### config.mk
export PLATFORM = sky130hd
export DESIGN_NAME = ms_access_sequencer
export DESIGN_NICKNAME = d
export VERILOG_FILES = /design/src/rtl/ms_pkg.sv /design/src/rtl/ms_digit_timer.sv /design/src/rtl/ms_access_sequencer.sv
export SDC_FILE = /design/constraint.sdc
export NUM_CORES = 1
export LEC_CHECK = 0
export CORE_MARGIN = 2
export CORE_UTILIZATION = 54
export CTS_CLUSTER_SIZE = 20
export DETAILED_ROUTE_END_ITERATION = 12
export GPL_ROUTABILITY_DRIVEN = 0
export HOLD_SLACK_MARGIN = 0.08
export PLACE_DENSITY = 0.8
export SETUP_SLACK_MARGIN = 0.1
export SYNTH_ARGS = -nofsm -noshare
export SYNTH_HDL_FRONTEND = slang
export SYNTH_SLANG_ARGS = --single-unit
### constraint.sdc
create_clock -name clk -period 2.2 [get_ports clk]
set_input_delay 0.66 -clock clk [delete_from_list [all_inputs] [get_ports clk]]
set_output_delay 0.66 -clock clk [all_outputs]
set_load 0.005 [all_outputs]
### src/rtl/ms_pkg.sv
`default_nettype none
// ============================================================================
// Module      : ms_pkg
// Description : Shared state encoding and default geometry for the
//               main-store access sequencer.
// Revision    : 1.0 - initial release
// ============================================================================
package ms_pkg;

    localparam int c_word_length = 20;
    localparam int c_addr_bits   = 5;
    localparam int c_digit_div   = 4;

    typedef enum logic [2:0] {
        ST_IDLE  = 3'd0,
        ST_ADDR  = 3'd1,
        ST_CLEAR = 3'd2,
        ST_SCAN  = 3'd3,
        ST_DONE  = 3'd4
    } ms_state_t;

endpackage
`default_nettype wire

### src/rtl/ms_digit_timer.sv
`default_nettype none
// ============================================================================
// Module      : ms_digit_timer
// Description : Digit-period divider plus digit counter; flags the pulse
//               cycle, the cycle before it, and the last digit of a scan.
// Revision    : 1.0 - initial release
// ============================================================================
module ms_digit_timer
    import ms_pkg::*;
#(
    parameter int WORD_LENGTH = c_word_length,
    parameter int DIGIT_DIV   = c_digit_div
) (
    input  logic                           clk,
    input  logic                           rst,
    input  logic                           i_start,
    input  logic                           i_enable,
    output logic                           o_dpg_cycle,
    output logic                           o_pre_dpg,
    output logic [$clog2(WORD_LENGTH)-1:0] o_digit,
    output logic                           o_last_digit
);

    localparam int DIV_W   = $clog2(DIGIT_DIV);
    localparam int DIGIT_W = $clog2(WORD_LENGTH);

    localparam logic [DIV_W-1:0]   c_div_last   = DIV_W'(DIGIT_DIV - 1);
    localparam logic [DIV_W-1:0]   c_div_pre    = DIV_W'(DIGIT_DIV - 2);
    localparam logic [DIGIT_W-1:0] c_digit_last = DIGIT_W'(WORD_LENGTH - 1);

    logic [DIV_W-1:0]   r_div;
    logic [DIGIT_W-1:0] r_digit;

    always_ff @(posedge clk) begin
        if (rst || i_start) begin
            r_div   <= '0;
            r_digit <= '0;
        end else if (i_enable) begin
            if (r_div == c_div_last) begin
                r_div   <= '0;
                r_digit <= (r_digit == c_digit_last) ? '0 : r_digit + DIGIT_W'(1);
            end else begin
                r_div <= r_div + DIV_W'(1);
            end
        end
    end

    // pre_dpg lets the owner register ms_dpg so it lands on the last cycle
    assign o_dpg_cycle  = i_enable && (r_div == c_div_last);
    assign o_pre_dpg    = i_enable && (r_div == c_div_pre);
    assign o_digit      = r_digit;
    assign o_last_digit = (r_digit == c_digit_last);

endmodule
`default_nettype wire

### src/rtl/ms_access_sequencer.sv
`default_nettype none
// ============================================================================
// Module      : ms_access_sequencer
// Description : Sole master of the main-store pins; runs one bit-serial read
//               or write scan per request. MS_CLEAR_BEFORE_WRITE_EN adds a
//               clear scan ahead of every write.
// Revision    : 1.0 - initial release
// ============================================================================
module ms_access_sequencer
    import ms_pkg::*;
#(
    parameter int WORD_LENGTH = c_word_length,
    parameter int ADDR_BITS   = c_addr_bits,
    parameter int DIGIT_DIV   = c_digit_div
) (
    input  logic                   clk,
    input  logic                   rst,
    input  logic                   req_valid,
    output logic                   req_ready,
    input  logic                   req_write,
    input  logic [ADDR_BITS-1:0]   req_addr,
    input  logic [WORD_LENGTH-1:0] req_data,
    output logic                   rsp_valid,
    output logic [WORD_LENGTH-1:0] rsp_data,
    output logic [ADDR_BITS-1:0]   ms_addr,
    output logic                   ms_xtb,
    output logic                   ms_dpg,
    output logic                   ms_zero,
    output logic                   ms_data_in,
    input  logic                   ms_data_out
);

    localparam int DIGIT_W = $clog2(WORD_LENGTH);

    ms_state_t r_state;
    ms_state_t w_state_next;

    logic                   w_start;
    logic                   w_enable;
    logic                   w_dpg_cycle;
    logic                   w_pre_dpg;
    logic [DIGIT_W-1:0]     w_digit;
    logic                   w_last_digit;
    logic                   w_accept;
    logic                   w_scan_end;
    logic                   w_strobe_next;

    logic                   r_write;
    logic [WORD_LENGTH-1:0] r_wr_word;
    logic [WORD_LENGTH-1:0] r_sh;
    logic [WORD_LENGTH-1:0] r_rd_word;
    logic                   r_req_ready;
    logic                   r_rsp_valid;
    logic [WORD_LENGTH-1:0] r_rsp_data;
    logic [ADDR_BITS-1:0]   r_ms_addr;
    logic                   r_ms_xtb;
    logic                   r_ms_dpg;
    logic                   r_ms_data_in;

    ms_digit_timer #(
        .WORD_LENGTH (WORD_LENGTH),
        .DIGIT_DIV   (DIGIT_DIV)
    ) u_timer (
        .clk          (clk),
        .rst          (rst),
        .i_start      (w_start),
        .i_enable     (w_enable),
        .o_dpg_cycle  (w_dpg_cycle),
        .o_pre_dpg    (w_pre_dpg),
        .o_digit      (w_digit),
        .o_last_digit (w_last_digit)
    );

    assign w_accept   = (r_state == ST_IDLE) && req_valid;
    assign w_scan_end = (r_state == ST_SCAN) && w_dpg_cycle;

    always_comb begin
        w_state_next = r_state;
        w_start      = 1'b0;
        w_enable     = (r_state == ST_ADDR) || (r_state == ST_CLEAR) || (r_state == ST_SCAN);
        case (r_state)
            ST_IDLE: begin
                if (req_valid) begin
                    w_state_next = ST_ADDR;
                    w_start      = 1'b1;
                end
            end
            ST_ADDR: begin
                if (w_dpg_cycle) begin
                    w_start = 1'b1;
`ifdef MS_CLEAR_BEFORE_WRITE_EN
                    w_state_next = r_write ? ST_CLEAR : ST_SCAN;
`else
                    w_state_next = ST_SCAN;
`endif
                end
            end
            ST_CLEAR: begin
                if (w_dpg_cycle && w_last_digit) begin
                    w_state_next = ST_SCAN;
                    w_start      = 1'b1;
                end
            end
            ST_SCAN: begin
                if (w_dpg_cycle && w_last_digit) begin
                    w_state_next = ST_DONE;
                end
            end
            ST_DONE: begin
                w_state_next = ST_IDLE;
            end
            default: begin
                w_state_next = ST_IDLE;
            end
        endcase
    end

    assign w_strobe_next = (w_state_next == ST_SCAN) || (w_state_next == ST_CLEAR);

    // Outputs are loaded from next-state values so every pin comes off a flop
    // yet stays cycle-aligned with the state it describes.
    always_ff @(posedge clk) begin
        if (rst) begin
            r_state      <= ST_IDLE;
            r_write      <= 1'b0;
            r_wr_word    <= '0;
            r_sh         <= '0;
            r_rd_word    <= '0;
            r_req_ready  <= 1'b1;
            r_rsp_valid  <= 1'b0;
            r_rsp_data   <= '0;
            r_ms_addr    <= '0;
            r_ms_xtb     <= 1'b0;
            r_ms_dpg     <= 1'b0;
            r_ms_data_in <= 1'b0;
        end else begin
            r_state     <= w_state_next;
            r_req_ready <= (w_state_next == ST_IDLE);
            r_rsp_valid <= (w_state_next == ST_DONE);

            if (w_accept) begin
                r_write   <= req_write;
                r_wr_word <= req_data;
                r_sh      <= req_data;
                r_ms_addr <= req_addr;
            end else if (w_state_next == ST_IDLE) begin
                r_ms_addr <= '0;
            end

            if (w_scan_end) begin
                r_sh <= {1'b0, r_sh[WORD_LENGTH-1:1]};
                if (!r_write) begin
                    r_rd_word[w_digit] <= ms_data_out;
                end
            end

            if (w_scan_end && w_last_digit) begin
                r_rsp_data <= r_write ? r_wr_word
                                      : {ms_data_out, r_rd_word[WORD_LENGTH-2:0]};
            end

            r_ms_xtb <= r_write && w_strobe_next;
            r_ms_dpg <= w_pre_dpg && w_strobe_next;

            if (r_write && (w_state_next == ST_SCAN)) begin
                r_ms_data_in <= w_scan_end ? r_sh[1] : r_sh[0];
            end else begin
                r_ms_data_in <= 1'b0;
            end
        end
    end

`ifdef MS_CLEAR_BEFORE_WRITE_EN
    logic r_ms_zero;

    always_ff @(posedge clk) begin
        if (rst) begin
            r_ms_zero <= 1'b0;
        end else begin
            r_ms_zero <= (w_state_next == ST_CLEAR);
        end
    end

    assign ms_zero = r_ms_zero;
`else
    assign ms_zero = 1'b0;
`endif

    assign req_ready  = r_req_ready;
    assign rsp_valid  = r_rsp_valid;
    assign rsp_data   = r_rsp_data;
    assign ms_addr    = r_ms_addr;
    assign ms_xtb     = r_ms_xtb;
    assign ms_dpg     = r_ms_dpg;
    assign ms_data_in = r_ms_data_in;

endmodule
`default_nettype wire

# ---- Word level (Yosys, flattened, before mapping)
# Index checks and enable logic that the tools add are counted.
dict set report word_totals {
  ram_bits 0
  reg_bits 101
  latchBits 0
  output_inout_bits 31
  memories 0
  wordCells 72
  romBits 0
}
dict set report classes {
  reduce_logical 22
  shifts 0
  n_div 0
  eq_ne 9
  n_mux 20
  order_cmp 2
  n_mul 0
  add_sub_neg 2
  bitwise_logic 2
}
# cell count
set ops {}
lappend ops {{2-to-1 mux 19 bit} 2}
lappend ops {{bitwise mux 20 bit} 1}
lappend ops {{2-to-1 mux 20 bit} 1}
lappend ops {{2-to-1 mux 5 bit} 3}
lappend ops {{equality test 3 x 2 -> 1 bit (second input constant)} 4}
lappend ops {{2-to-1 mux 3 bit} 4}
lappend ops {{case mux 3 bit (4 select lines)} 1}
lappend ops {{logical AND 1 bit} 10}
lappend ops {{logical NOT 3 bit} 2}
lappend ops {{less-than comparator 5 x 6 -> 1 bit (second input constant)} 1}
lappend ops {{adder 5 x 1 -> 5 bit (second input constant)} 1}
lappend ops {{demux 1 bit (select 5 bit)} 1}
lappend ops {{equality test 5 bit (second input constant)} 1}
lappend ops {{>= comparator 5 x 1 -> 1 bit (second input constant)} 1}
lappend ops {{2-to-1 mux 1 bit} 5}
lappend ops {{equality test 2 bit (second input constant)} 2}
lappend ops {{logical OR 1 bit} 4}
lappend ops {{AND reduction 2 bit} 2}
lappend ops {{nonzero test 2 bit} 2}
lappend ops {{OR reduction 2 bit} 2}
lappend ops {{equality test 3 x 1 -> 1 bit (second input constant)} 1}
lappend ops {{equality test 3 bit (second input constant)} 1}
lappend ops {{case mux 1 bit (3 select lines)} 1}
lappend ops {{adder 2 x 1 -> 2 bit (second input constant)} 1}
lappend ops {{other kinds (2)} 3}

# ---- Longest topological paths before layout
dict set report logic_depth {
  ltp_word 11
  mapped_depth 8
  ltp_nobuf 6
}

# ---- Modules after synthesis
# From an unflattened synthesis, not the netlist that was laid out.
dict set report unflattened {
  hier_cells 462
  hier_area_um2 4321.6
}
# module instances cells_per_inst area_each_um2
set by_module_without_submodules {}
lappend by_module_without_submodules {ms_access_sequencer 1 419 3956.3}
lappend by_module_without_submodules {ms_digit_timer 1 43 365.4}

# ---- Worst setup path before layout
# Ideal clock, no wire load.
dict set report synth_path {
  path_kind {input to register}
  from {in rst}
  to {reg r_ms_addr[0] (netlist: ms_addr[0])}
  path_stages 4
  slack_ns 0.499
  setup_ns 0.128
  arrival_ns 1.574
  cell_sequence {clkbuf_1 > clkbuf_1 > clkbuf_1 > nor2_1}
}
# item line
set synth_lines {}
lappend synth_lines {{start, declared} ms_access_sequencer.sv:17} ;# input logic rst,
lappend synth_lines {{end signal, assigned} ms_access_sequencer.sv:145} ;# r_ms_addr <= req_addr;
lappend synth_lines {{end, declared} ms_access_sequencer.sv:55} ;# logic [ADDR_BITS-1:0] r_ms_addr;
# No word-level cell between the ends.

# ---- Worst setup path after layout
dict set report layout_path {
  from {reg r_rsp_data[17] (netlist: rsp_data[17])}
  to {out rsp_data[17]}
}
# item line
set layout_lines {}
lappend layout_lines {{start, declared} ms_access_sequencer.sv:54} ;# logic [WORD_LENGTH-1:0] r_rsp_data;
lappend layout_lines {{start signal, assigned} ms_access_sequencer.sv:158} ;# r_rsp_data <= r_write ? r_wr_word
lappend layout_lines {{end, declared} ms_access_sequencer.sv:24} ;# output logic [WORD_LENGTH-1:0] rsp_data,
# No word-level cell between the ends.

==> impl_metrics.py <==
metrics = {
    "sta": {
        "rsz0062_at_grt": "no",
        "tns_ps": 0,
        "worst_hold_slack_ps": 463.6,
        "finalSetupViolCount": 0,
        "skew_ps": 10.27,
        "max_freq_ghz": 0.5257,
        "fin_crit_sh_pct": 86.46,
        "hold_viol_final": 0,
        "slew_violations": 0,
        "layout_setup_ws_ps": 297.8,
        "fin_crit_ps": 1902,
    },
    "global_routing": {
        "grt_pass1_wl_um": 14800,
        "track_usage_pct": 22.27,
        "overflow": 0,
        "grt_max_degree": 84,
        "grt_antenna_before_repair": 0,
        "grt_pass1_vias": 3102,
    },
    "synthesis": {
        "synthArstFlopShare_pct": 0,
        "synthXorXnorAreaFrac_pct": 0.2134,
        "synth_seq_area_share_pct": 48.78,
        "syn-cell-area_um2": 4104,
        "synth_edf_count": 0,
        "synthFlopType": "dfxtp_1",
        "yosysMostFrequentCell": "dfxtp_1",
        "synth_compound_area_share_pct": 12.56,
        "synthSimpleGateAreaFrac_pct": 21.25,
        "synth_area_leaders": "dfxtp_1 (49%), mux2i_1 (9.8%), nand2_1 (7.9%)",
        "synthDistinctLibCells": 41,
        "yosys.area_share.adder_pct": 1.829,
        "yosysTopAreaCell": "dfxtp_1",
        "synthMuxAreaShare_pct": 10.03,
        "avgSynthCellArea_um2": 8.883,
        "synth_top_family_by_area": "simple AND/OR/NAND/NOR gates",
        "synth_top_area_share_pct": 48.78,
        "syn_nets": 498,
        "ys_warn_count": 0,
        "synth-seq-cells": 100,
        "yosys-top-cells-count": "dfxtp_1 (100), nand2_1 (86), nor2_1 (51), mux2i_1 (40), a21oi_1 (29)",
        "synthesis.instances": 462,
    },
    "route": {
        "drc": 0,
        "wl_um": 8909,
        "avgRoutedWirePerCell_um": 14.60,
        "viasPerCell": 5.413,
        "dr.pass1.iters": 6,
        "first_iter_violations": 171,
        "vias": 3302,
        "ant_nets": 0,
    },
    "setup_path": {
        "r2r_end": "rsp_data[12]",
        "critPathSlowestCell": "clkdlybuf4s50_1",
        "worst-path-max-fanout": 2,
        "path_buf_inv": 1,
        "max_stage_delay_ps": 510,
        "worstRegToRegCells": 5,
        "crit_end": "rsp_data[17]",
        "end_kind": "primary output",
        "path_depth": 1,
        "crit_path_cell_trace": "clkdlybuf4s50_1",
        "startpoint": "rsp_data[17]",
        "start_kind": "flip-flop",
        "worstPathArrival_ps": 1240,
        "rrSetupSlack_ps": 330,
        "r2r_start": "u_timer.o_digit[0]",
        "required_ps": 1540,
        "cp_top_family": "buffers and inverters",
        "critical_path_class": "flip-flop to primary output",
    },
    "clocking": {
        "clk_pin_slew_ps": 100,
        "cts_buffers": 9,
        "worstSkewPairLatency_ps": 370,
        "cts_resized": 0,
        "htree_levels": 3,
        "cts_tree": "built",
        "postCtsSetupRepairBufs": 0,
        "root_buffer": "clkbuf_8",
        "cts.hold.buffers_added": 0,
        "cts_sinks": 100,
        "clock_path_buffers": 2,
    },
    "placement": {
        "placed_cell_area_um2": 4761,
        "dpl.hpwl_um": 6180,
        "place_ws_ps": -57.60,
        "numPortBuffers": 59,
    },
    "min_path": {
        "hp-class": "flip-flop to flip-flop",
    },
    "final_layout": {
        "utilization_pct": 67.97,
        "antenna_cells": 0,
        "area_growth_pct": 20.76,
        "fin_nets": 542,
        "final_cell_area_um2": 4956,
        "drive_above_1_share_pct": 7.632,
    },
    "floorplanning": {
        "placementRows": 31,
        "design.portCount": 61,
        "core_um2": 7292,
        "start_util_pct": 56.28,
        "die-area_um2": 8313,
        "dieWidth_um": 91.18,
        "die_y_um": 91.18,
    },
    "pwr": {
        "ir_worst_vdd_mv": 0.3698,
        "total_leakage_power_nw": 1.825,
        "pwr_density_cell_nw_per_um2": 667.4,
    },
    "run_status": {
        "outcome": "complete, no violations",
    },
    "flow_run": {
        "maxCapViolCount": 0,
    },
}
## routing by layer
layer / vias to the layer above / wire [µm] / track usage (%)
li1: 1671 / - / -
met1: 1534 / 4017 / 28.87
met2: 79 / 4304 / 36.60
met3: 18 / 387 / 3.237
met4: 0 / 199 / 10.48
met5: - / 0 / 0
## cell families after synthesis
family,count (synthesis)
AO/OA/AOI/OAI,81
XOR/XNOR,1
adder cells (fa/ha/maj),6
buffers and inverters,43
flip-flops,100
multiplexers,41
other,1
AND/OR/NAND/NOR,189
## how the worst min path moves through the flow
stage | startpoint | end | slack, ps | depth (start not counted)
final | r_wr_word[11] | r_wr_word[11] | 460 | 2
after global routing | r_wr_word[17] | r_wr_word[17] | 490 | 2
after CTS | r_wr_word[10] | r_wr_word[10] | 470 | 2
after detailed placement | r_wr_word[10] | r_wr_word[10] | 450 | 2
after global placement | r_wr_word[14] | r_wr_word[14] | 440 | 2
after floorplan | r_wr_word[0] | r_wr_word[0] | 440 | 2
## layout make-up
type	instances	area [µm²]
clock buffers	10	137.6
flip-flops and latches	100	2002
well taps	99	123.9
inverters	4	15.01
repair buffers	72	733.2
clock inverters	6	57.56
fillers	585	2336
multi-input cells	319	1887
## report_power, final
group	internal (mW)	total, mW	switching [mW]
registers	1.86	1.90	0.0353
logic	0.136	0.278	0.141
clock network	0.462	1.13	0.670
## registers in the layout (all words and copies together) (netlist names)
signal / flops
u_timer.o_digit: 5
r_sh: 20
rsp_valid: 1
rsp_data: 20
r_write: 1
ms_xtb: 1
req_ready: 1
r_rd_word: 19
r_state: 3
r_wr_word: 20
ms_dpg: 1
ms_data_in: 1
ms_addr: 5
u_timer.r_div: 2
## cells in the final DEF (no fill, tap or decap), types with 2 or more instances in the layout
cell,count
clkinvlp_4,2
nand2_1,86
and3_1,2
buf_12,4
buf_4,9
nor2_1,51
nor2b_1,9
inv_6,2
inv_1,4
dfxtp_1,100
a31oi_1,19
mux2i_1,40
nor3_1,3
clkdlybuf4s50_1,58
a211oi_1,20
and4b_1,2
ha_1,6
a22oi_1,5
nand3_1,22
clkbuf_8,10
o21ai_0,2
nor3b_1,3
a21oi_1,29
or3_1,2
## metrics by stage
| stage | power [mW] | std cells |
|---|---|---|
| 2_1_floorplan | 2.087 | 462 |
| 3_3_place_gp | 2.208 | 594 |
| 3_5_place_dp | 2.217 | 594 |
| 4_1_cts | 3.316 | 610 |
| 5_1_grt | 3.429 | 610 |
| 6_report | 3.307 | 610 |
Note: power is estimated with default switching activity, not from simulation.
